<file path="src/rtl/io_pio_pkg.sv">
// Shared definitions for the key-capture peripheral: register map and counter sizing helper.
package io_pio_pkg;

    localparam logic [7:0] REG_DATA = 8'h00;
    localparam logic [7:0] REG_EDGE = 8'h04;
    localparam logic [7:0] REG_MASK = 8'h08;

    // Bits needed to hold 0 .. value-1.
    function automatic int unsigned clog2(input int unsigned value);
        int unsigned result;
        result = 0;
        while ((64'd1 << result) < 64'(value)) begin
            result++;
        end
        return result;
    endfunction

endpackage

</file>
<file path="src/rtl/io_key_capture_if.sv">
// Hub-side register bus for the key-capture peripheral.
interface io_key_capture_if;

    logic [7:0]  addr;
    logic [31:0] datain;
    logic        we;
    logic [31:0] dataout;
    logic        irq;

    modport master (
        output addr,
        output datain,
        output we,
        input  dataout,
        input  irq
    );

    modport slave (
        input  addr,
        input  datain,
        input  we,
        output dataout,
        output irq
    );

endinterface

</file>
<file path="src/rtl/io_debounce.sv">
// One key: 2-flop synchroniser, polarity normalisation and a stability counter.
module io_debounce
    import io_pio_pkg::*;
#(
    parameter int unsigned DEBOUNCE_CYCLES = 500000,
    parameter bit          ACTIVE_LOW      = 1'b1
) (
    input  logic clk,
    input  logic reset,
    input  logic pin,
    output logic stable,
    output logic rise_pulse
);

    localparam int unsigned     CntW     = clog2(DEBOUNCE_CYCLES);
    localparam logic [CntW-1:0] CntMax   = CntW'(DEBOUNCE_CYCLES - 1);
    localparam logic            Released = ACTIVE_LOW;

    logic            sync1_q, sync2_q;
    logic            pressed;
    logic            stable_q, stable_d;
    logic [CntW-1:0] cnt_q, cnt_d;
    logic            accept;

    // Reset loads the released level so no press is seen coming out of reset.
    always_ff @(posedge clk) begin
        if (reset) begin
            sync1_q <= Released;
            sync2_q <= Released;
        end else begin
            sync1_q <= pin;
            sync2_q <= sync1_q;
        end
    end

    assign pressed = ACTIVE_LOW ? ~sync2_q : sync2_q;

    always_comb begin
        stable_d = stable_q;
        cnt_d    = '0;
        accept   = 1'b0;
        if (pressed != stable_q) begin
            if (cnt_q == CntMax) begin
                accept   = 1'b1;
                stable_d = pressed;
            end else begin
                cnt_d = cnt_q + CntW'(1);
            end
        end
    end

    always_ff @(posedge clk) begin
        if (reset) begin
            stable_q <= 1'b0;
            cnt_q    <= '0;
        end else begin
            stable_q <= stable_d;
            cnt_q    <= cnt_d;
        end
    end

    assign stable     = stable_q;
    // Asserted in the cycle the press is accepted, so it lands with the stable update.
    assign rise_pulse = accept & pressed;

endmodule

</file>
<file path="src/rtl/io_key_capture.sv">
// Memory-mapped debounced key input with sticky press capture and maskable level interrupt.
module io_key_capture
    import io_pio_pkg::*;
#(
    parameter int unsigned WIDTH           = 4,
    parameter int unsigned DEBOUNCE_CYCLES = 500000,
    parameter bit          ACTIVE_LOW      = 1'b1
) (
    input  logic             clk,
    input  logic             reset,
    io_key_capture_if.slave  bus,
    input  logic [WIDTH-1:0] pio
);

    logic [WIDTH-1:0] level;
    logic [WIDTH-1:0] rise;
    logic [WIDTH-1:0] cap_q, cap_d;
    logic [WIDTH-1:0] mask_q, mask_d;
    logic             irq_q, irq_d;
    logic             wr_edge, wr_mask;
    logic             unused_datain;

    for (genvar i = 0; i < WIDTH; i++) begin : g_key
        io_debounce #(
            .DEBOUNCE_CYCLES(DEBOUNCE_CYCLES),
            .ACTIVE_LOW     (ACTIVE_LOW)
        ) u_debounce (
            .clk       (clk),
            .reset     (reset),
            .pin       (pio[i]),
            .stable    (level[i]),
            .rise_pulse(rise[i])
        );
    end

    assign wr_edge       = bus.we && (bus.addr == REG_EDGE);
    assign wr_mask       = bus.we && (bus.addr == REG_MASK);
    assign unused_datain = ^bus.datain;

    always_comb begin
        cap_d = cap_q;
        if (wr_edge) begin
            cap_d = cap_q & ~bus.datain[WIDTH-1:0];
        end
        // A press in the same cycle as a clear keeps the bit set.
        cap_d = cap_d | rise;

        mask_d = mask_q;
        if (wr_mask) begin
            mask_d = bus.datain[WIDTH-1:0];
        end

        irq_d = |(cap_q & mask_q);
    end

    always_ff @(posedge clk) begin
        if (reset) begin
            cap_q  <= '0;
            mask_q <= '0;
            irq_q  <= 1'b0;
        end else begin
            cap_q  <= cap_d;
            mask_q <= mask_d;
            irq_q  <= irq_d;
        end
    end

    always_comb begin
        bus.dataout = '0;
        case (bus.addr)
            REG_DATA: bus.dataout = 32'(level);
            REG_EDGE: bus.dataout = 32'(cap_q);
            REG_MASK: bus.dataout = 32'(mask_q);
            default:  bus.dataout = '0;
        endcase
    end

    assign bus.irq = irq_q;

endmodule

</file>
<file path="src/flat_wrapper.sv">
// flat-port wrapper written by rule: the top's interface ports become plain ports
module io_key_capture_flat import io_pio_pkg::*;
#(
    parameter int unsigned WIDTH           = 4,
    parameter int unsigned DEBOUNCE_CYCLES = 500000,
    parameter bit          ACTIVE_LOW      = 1'b1
)
  (clk, reset, pio, bus_addr, bus_datain, bus_we, bus_dataout, bus_irq);
  io_key_capture_if bus_i ();
  input  logic clk;
  input  logic reset;
  input  logic [WIDTH-1:0] pio;
  input wire logic [$bits(bus_i.addr)-1:0] bus_addr;
  input wire logic [$bits(bus_i.datain)-1:0] bus_datain;
  input wire logic [$bits(bus_i.we)-1:0] bus_we;
  output wire logic [$bits(bus_i.dataout)-1:0] bus_dataout;
  output wire logic [$bits(bus_i.irq)-1:0] bus_irq;
  assign bus_i.addr = bus_addr;
  assign bus_i.datain = bus_datain;
  assign bus_i.we = bus_we;
  assign bus_dataout = bus_i.dataout;
  assign bus_irq = bus_i.irq;
  io_key_capture #(.WIDTH(WIDTH), .DEBOUNCE_CYCLES(DEBOUNCE_CYCLES), .ACTIVE_LOW(ACTIVE_LOW)) u_core (.clk(clk), .reset(reset), .bus(bus_i), .pio(pio));
endmodule
</file>
<file path="config.mk">
export PLATFORM = sky130hd
export DESIGN_NAME = io_key_capture_flat
export DESIGN_NICKNAME = d
export VERILOG_FILES = /design/src/rtl/io_pio_pkg.sv /design/src/rtl/io_key_capture_if.sv /design/src/rtl/io_debounce.sv /design/src/rtl/io_key_capture.sv /design/src/flat_wrapper.sv
export SDC_FILE = /design/constraint.sdc
export NUM_CORES = 1
export LEC_CHECK = 0
export CORE_UTILIZATION = 57
export CTS_CLUSTER_SIZE = 8
export DETAILED_ROUTE_END_ITERATION = 8
export GPL_TIMING_DRIVEN = 0
export PLACE_DENSITY = 0.86
export SLEW_MARGIN = 20
export SYNTH_ARGS = -nofsm -noshare
export SYNTH_HDL_FRONTEND = slang
export SYNTH_SLANG_ARGS = --single-unit
</file>
<file path="constraint.sdc">
create_clock -name clk -period 5.5 [get_ports clk]
set_input_delay 1.1 -clock clk [delete_from_list [all_inputs] [get_ports clk]]
set_output_delay 1.1 -clock clk [all_outputs]
set_load 0.02 [all_outputs]
</file>
==> results of run 1 <==
## Yosys cell counts, types with 2 or more instances
| master | count | area, um^2 |
|---|---|---|
| nor2_1 | 76 | 285 |
| mux2i_1 | 8 | 80.1 |
| or4_1 | 8 | 60.1 |
| a211o_1 | 3 | 26.3 |
| dfxtp_1 | 97 | 1940 |
| and4b_1 | 2 | 20.0 |
| a311oi_1 | 4 | 35.0 |
| and4_1 | 8 | 70.1 |
| inv_1 | 16 | 60.1 |
| nor3_1 | 13 | 65.1 |
| a31o_2 | 2 | 17.5 |
| a22oi_1 | 2 | 15.0 |
| or2_2 | 8 | 50.1 |
| ha_1 | 4 | 50.1 |
| nand2b_1 | 2 | 12.5 |
| buf_4 | 30 | 225 |
| xor2_1 | 26 | 228 |
| nor2b_1 | 6 | 37.5 |
| nor4b_1 | 2 | 17.5 |
| clkbuf_1 | 5 | 18.8 |
| nand3_1 | 29 | 145 |
| nand3_2 | 3 | 30.0 |
| o31ai_1 | 4 | 30.0 |
| a21oi_1 | 27 | 135 |
| nor4_1 | 7 | 43.8 |
| o21ai_0 | 17 | 85.1 |
| nand2_1 | 21 | 78.8 |
| or3_1 | 14 | 87.6 |
| o41ai_1 | 2 | 17.5 |
| xnor2_1 | 27 | 236 |
| nand4_1 | 20 | 125 |
| buf_2 | 7 | 35.0 |
| and3_1 | 6 | 37.5 |
## critical path, delay by kind of cell
kind / cells / cell delay (ns)
buf+inv: 2 / 1.02
simple gates: 3 / 0.81
## final cells by class
class	count	share of cell area (%)
Multi-Input combinational cell	392	45.9
Sequential cell	97	37.7
Buffer	43	5.49
Timing Repair Buffer	21	4.08
Clock buffer	10	2.48
Tap cell	102	2.48
Inverter	16	1.17
Clock inverter	5	0.656
## stage by stage
step	instance area, um^2	cells	power [mW]	utilization, %	hold slack, ns
floorplan	4650	548	0.770	-	0.389
global placement	4990	671	0.787	64.5	0.393
detailed placement	4990	671	0.788	64.5	0.393
CTS	5150	686	1.18	66.6	0.413
global route	5150	686	1.22	66.6	0.429
finish	5150	686	1.17	66.6	0.414
## sequential cells by signal, indices dropped and copies added (netlist names)
name and count:
u_core.g_key.u_debounce.sync2_q 4, u_core.bus.irq 1, u_core.mask_q 4, u_core.cap_q 4
u_core.g_key.u_debounce.stable 4, u_core.g_key.u_debounce.cnt_q 76, u_core.g_key.u_debounce.sync1_q 4
## power by group through the flow
stage,logic (mW),registers [mW],clock network (mW)
after floorplan,0.0466,0.724,0
after global placement,0.0631,0.724,0
after detailed placement,0.0639,0.724,0
after CTS,0.0641,0.708,0.408
after global routing,0.0695,0.708,0.442
final,0.0645,0.708,0.403
## kinds of logic after synthesis
kind of cell	count (synthesis)	synth area share (%)
AO/OA/AOI/OAI	63	8.31
XOR/XNOR	53	10.2
adder cells (fa/ha/maj)	4	1.10
buffers and inverters	59	7.54
flip-flops	97	42.7
multiplexers	8	1.76
other	1	0.0825
AND/OR/NAND/NOR	236	28.3
## per-layer routing
| layer | global-route usage, % | part of all wire [%] |
|---|---|---|
| met1 | 28.3 | 46 |
| met4 | 10.8 | 2.0 |
| met5 | 0 | 0 |
| met2 | 37.6 | 47 |
| met3 | 4.19 | 4.6 |
## how the worst min path moves through the flow
stage	start	endpoint	slack, ns	cells after the start
after floorplan	u_core.g_key[0].u_debounce.sync1_q	u_core.g_key[0].u_debounce.sync2_q	0.39	1
after global placement	u_core.g_key[3].u_debounce.sync1_q	u_core.g_key[3].u_debounce.sync2_q	0.39	1
after detailed placement	u_core.g_key[3].u_debounce.sync1_q	u_core.g_key[3].u_debounce.sync2_q	0.39	1
after CTS	u_core.g_key[3].u_debounce.sync1_q	u_core.g_key[3].u_debounce.sync2_q	0.41	1
after global routing	u_core.g_key[3].u_debounce.sync1_q	u_core.g_key[3].u_debounce.sync2_q	0.43	1
final	u_core.g_key[3].u_debounce.sync1_q	u_core.g_key[3].u_debounce.sync2_q	0.41	1
==> impl_metrics.env, run 1 <==
export IMPL_finalClockSkew_ns=0.00675
export IMPL_syn_avg_cell_area_um2=8.73
export IMPL_num_antenna_cells=0
export IMPL_r2r_end="u_core.g_key[3].u_debounce.cnt_q[12]"
export IMPL_core_um2=7730
export IMPL_comb_power_share_pct=5.5
export IMPL_vias_per_cell=5.44
export IMPL_drc=0
export IMPL_p_sw_share_pct=23.7
export IMPL_final_common_cell="dfxtp_1"
export IMPL_die_y_um=91.3
export IMPL_critPathCapture="bus_dataout[3]"
export IMPL_reg2reg_depth=7
export IMPL_hp_class="flop to flop"
export IMPL_cts_resized=0
export IMPL_fin_tns_setup_ns=0
export IMPL_ys_types=48
export IMPL_grt_setup_unrepaired="no"
export IMPL_vias=3729
export IMPL_p_sw_mw=0.278
export IMPL_r2r_slack_ns=3.44
export IMPL_register_area_um2=1940
export IMPL_antenna_left=0
export IMPL_postCtsHoldBufs=0
export IMPL_slew_viol_final=0
export IMPL_nFillCells=619
export IMPL_p_int_mw=0.897
export IMPL_synth_seq_cells=97
export IMPL_cp_cell_sequence="clkdlybuf4s50_1 > nor4_1 > nand2_1 > nor2_1 > clkdlybuf4s50_1"
export IMPL_slew_headroom_pct=58.2
export IMPL_cts_root_buf="clkbuf_8"
export IMPL_cp_end_kind="output port"
export IMPL_cts_tree="built"
export IMPL_ir_worst_vdd_uv=138
export IMPL_port_buffers=21
export IMPL_multi_input_area_um2=2360
export IMPL_maxCapViolations=0
export IMPL_cts_sinks=97
export IMPL_hpwl_um=6440
export IMPL_netlist_area_um2=4550
export IMPL_grt_max_degree=16
export IMPL_crit_required_ns=4.40
export IMPL_clock_path_buffers=2
export IMPL_dominantRegCellSynth="dfxtp_1"
export IMPL_timing_final_crit_share_pct=73.4
export IMPL_async_flop_share_pct=0
export IMPL_fp_row_count=32
export IMPL_cp_start_kind="primary input"
export IMPL_crit_top_cell="clkdlybuf4s50_1"
export IMPL_crit_fanout=4
export IMPL_routed_wl_um=8820
export IMPL_synth_seq_area_share_pct=42.7
export IMPL_status="finished clean"
export IMPL_dp_slack_ns=1.46
export IMPL_place_congestion=0.892
export IMPL_setup_viol=0
export IMPL_grt_first_pass_wirelength_um=15200
export IMPL_critical_path_class="primary input to output port"
export IMPL_cts_setup_buffers=0
export IMPL_drive_above_1_share_pct=12.0
export IMPL_synth_cells=521
export IMPL_max_freq_mhz=248
export IMPL_wl_per_cell_um=12.9
export IMPL_die_w_um=91.3
export IMPL_drtPass1Iterations=4
export IMPL_dieArea_um2=8340
export IMPL_period_needed_ns=4.04
export IMPL_grt_overflow=0
export IMPL_clkLatencyLatePin_ns=0.36
export IMPL_hold_viol=0
export IMPL_power_density_nw_per_um2=228
export IMPL_setup_slack_ns=1.46
export IMPL_pin_count=80
export IMPL_power_frac_seq_pct=60.2
export IMPL_crit_start="bus_addr[5]"
export IMPL_cts_buffers=9
export IMPL_grt_pass1_vias=3448
export IMPL_r2r_start="u_core.g_key[3].u_debounce.cnt_q[0]"
export IMPL_grt_total_usage_pct=22.6
export IMPL_tightest_slew_ns=0.621
export IMPL_worst_endpoint_arrival_ns=2.94
export IMPL_worst_path_max_delay_cell="clkdlybuf4s50_1"
export IMPL_start_util_pct=58.9
export IMPL_p_leak_nw=1.75
export IMPL_pwr_share_clk_pct=34.3
export IMPL_area_growth_syn_to_layout_pct=13.2
export IMPL_final_cell_mix="dfxtp_1 (97), nor2_1 (76), buf_4 (30)"
export IMPL_synth_edff_count=0
export IMPL_ctsHtreeMaxLevel=3
export IMPL_clk_pin_slew_ns=0.08
export IMPL_grt_antenna_before_repair=0
export IMPL_drt_iter0_drc=178
export IMPL_num_nets_final=631
export IMPL_ys_warn_count=0
export IMPL_critPathMaxStageDelay_ns=0.62
(Power assumes the default switching activity.)
==> run 2: changes to the inputs <==
--- a/config.mk
+++ b/config.mk
@@ -5,11 +5,11 @@
 export SDC_FILE = /design/constraint.sdc
 export NUM_CORES = 1
 export LEC_CHECK = 0
-export CORE_UTILIZATION = 57
+export CORE_UTILIZATION = 48
 export CTS_CLUSTER_SIZE = 8
 export DETAILED_ROUTE_END_ITERATION = 8
 export GPL_TIMING_DRIVEN = 0
-export PLACE_DENSITY = 0.86
+export PLACE_DENSITY = 0.78
 export SLEW_MARGIN = 20
 export SYNTH_ARGS = -nofsm -noshare
 export SYNTH_HDL_FRONTEND = slang
==> constraint.sdc (replaced) <==
create_clock -name clk -period 3.5 [get_ports clk]
set_input_delay 0.7 -clock clk [delete_from_list [all_inputs] [get_ports clk]]
set_output_delay 0.7 -clock clk [all_outputs]
set_load 0.02 [all_outputs]
==> impl_metrics.env, run 2 (synthesis gave the netlist of run 1 again) <==
export IMPL_cts_sinks=97
export IMPL_cts_setup_buffers=0
export IMPL_cts_buffers=9
export IMPL_finalClockSkew_ns=0.0165
export IMPL_cts_root_buf="clkbuf_8"
export IMPL_grt_total_usage_pct=18.9
export IMPL_die_y_um=99.3
export IMPL_worst_endpoint_arrival_ns=2.48
export IMPL_r2r_end="u_core.g_key[3].u_debounce.cnt_q[8]"
export IMPL_postCtsHoldBufs=0
export IMPL_grt_pass1_vias=3369
export IMPL_r2r_slack_ns=1.46
export IMPL_grt_max_degree=18
export IMPL_r2r_start="u_core.g_key[3].u_debounce.cnt_q[0]"
export IMPL_hpwl_um=6400
export IMPL_timing_final_crit_share_pct=90.9
export IMPL_ir_worst_vdd_uv=167
export IMPL_ctsHtreeMaxLevel=3
export IMPL_largest_register="u_core.g_key.u_debounce.cnt_q"
export IMPL_grt_setup_unrepaired="no"
export IMPL_critPathMaxStageDelay_ns=0.62
export IMPL_slew_viol_final=0
export IMPL_hold_depth=1
export IMPL_critical_path_class="primary input to output port"
export IMPL_dieArea_um2=9870
export IMPL_slew_headroom_pct=51.2
export IMPL_cts_tree="built"
export IMPL_tightest_slew_ns=0.726
export IMPL_grt_antenna_before_repair=0
export IMPL_power_density_nw_per_um2=366
export IMPL_drtPass1Iterations=5
export IMPL_pin_count=80
export IMPL_setup_viol=0
export IMPL_clk_pin_slew_ns=0.09
export IMPL_clock_path_buffers=2
export IMPL_max_freq_mhz=314
export IMPL_hp_class="flop to flop"
export IMPL_cp_end_kind="output port"
export IMPL_maxCapViolations=0
export IMPL_p_leak_nw=1.77
export IMPL_area_growth_syn_to_layout_pct=14.0
export IMPL_routed_wl_um=8710
export IMPL_crit_fanout=4
export IMPL_drive_above_1_share_pct=12.3
export IMPL_cp_cell_sequence="clkdlybuf4s50_1 > nor4_1 > nand2_1 > nor2_1 > clkdlybuf4s50_1"
export IMPL_worst_path_max_delay_cell="clkdlybuf4s50_1"
export IMPL_fp_row_count=35
export IMPL_finalPower_mw=1.90
export IMPL_fin_tns_setup_ns=0
export IMPL_period_needed_ns=3.18
export IMPL_whs_endpoint="u_core.g_key[0].u_debounce.sync2_q"
export IMPL_num_antenna_cells=0
export IMPL_grt_overflow=0
export IMPL_crit_top_cell="clkdlybuf4s50_1"
export IMPL_status="finished clean"
export IMPL_drc=0
export IMPL_start_util_pct=49.5
export IMPL_largest_reg_flops=76
export IMPL_crit_required_ns=2.80
export IMPL_grt_first_pass_wirelength_um=15300
export IMPL_final_cell_mix="dfxtp_1 (97), nor2_1 (76), buf_4 (30)"
export IMPL_place_congestion=0.848
export IMPL_antenna_left=0
export IMPL_num_nets_final=631
export IMPL_path_delay_family="buffers and inverters"
export IMPL_vias=3683
export IMPL_final_common_cell="dfxtp_1"
export IMPL_clkLatencyLatePin_ns=0.37
export IMPL_reg2reg_depth=7
export IMPL_worstHoldStart="u_core.g_key[0].u_debounce.sync1_q"
export IMPL_multi_input_area_um2=2360
export IMPL_cts_resized=0
export IMPL_core_um2=9200
export IMPL_drt_iter0_drc=160
export IMPL_vias_per_cell=5.29
export IMPL_nFillCells=827
export IMPL_hold_viol=0
export IMPL_cp_start_kind="primary input"
export IMPL_register_area_um2=1940
export IMPL_wl_per_cell_um=12.5
export IMPL_die_w_um=99.3
export IMPL_port_buffers=21
export IMPL_crit_buf_inv=2
[run 2: cell count changes in the layout (fill, tap and decap cells not counted), sizes merged]
cell / previous run / this run
clkinv: 3 / 1
inv: 16 / 19
[run 2: area by class of cell]
type                    instances  area share [%]
multi-input cells             392            45.6
flip-flops and latches         97            37.5
plain buffers                  43            5.45
repair buffers                 21            4.05
well taps                     111            2.68
clock buffers                  10            2.65
inverters                      16            1.16
clock inverters                 6           0.941
[run 2: worst max path at each step]
stage	start	end	slack (ns)	depth (start not counted)
6_report	bus_addr[5]	bus_dataout[2]	0.32	5
4_1_cts	bus_addr[5]	bus_dataout[2]	0.29	5
2_1_floorplan	bus_addr[5]	bus_dataout[0]	1.24	3
3_5_place_dp	bus_addr[5]	bus_dataout[2]	0.29	5
5_1_grt	bus_addr[5]	bus_dataout[1]	0.16	5
3_3_place_gp	bus_addr[5]	bus_dataout[0]	0.36	5
[run 2: per-stage QoR]
stage | utilization [%] | instance area [um^2] | setup WS, ns | hold slack [ns] | instances
2_1_floorplan | - | 4650 | 1.24 | 0.389 | 548
3_3_place_gp | 54.4 | 5000 | 0.362 | 0.394 | 680
3_5_place_dp | 54.4 | 5000 | 0.286 | 0.394 | 680
4_1_cts | 56.4 | 5180 | 0.286 | 0.419 | 696
5_1_grt | 56.4 | 5180 | 0.156 | 0.442 | 696
6_report | 56.4 | 5180 | 0.320 | 0.418 | 696
[run 2: report_power, final]
| group | leakage [nW] | switching (mW) | total (mW) | internal (mW) |
|---|---|---|---|---|
| Sequential | 0.783 | 0.00395 | 1.11 | 1.11 |
| Clock | 0.0912 | 0.398 | 0.685 | 0.286 |
| Combinational | 0.892 | 0.0540 | 0.101 | 0.0471 |
| Total | 1.77 | 0.456 | 1.90 | 1.44 |
[run 2: worst register-to-register path, stage by stage, from the launching register on]
cell	delay, ns
dfxtp_1	0.40
ha_1	0.27
nand2_1	0.15
nor4_2	0.46
a21o_1	0.17
buf_2	0.18
buf_2	0.24
nor2_1	0.07
[run 2: metal layers]
layer	GRT usage, %	part of all wire, %	wire length, um
met4	6.56	1.3	110
met5	0	0	0
met2	31.0	48	4200
met3	4.36	4.9	427
met1	24.6	46	3970
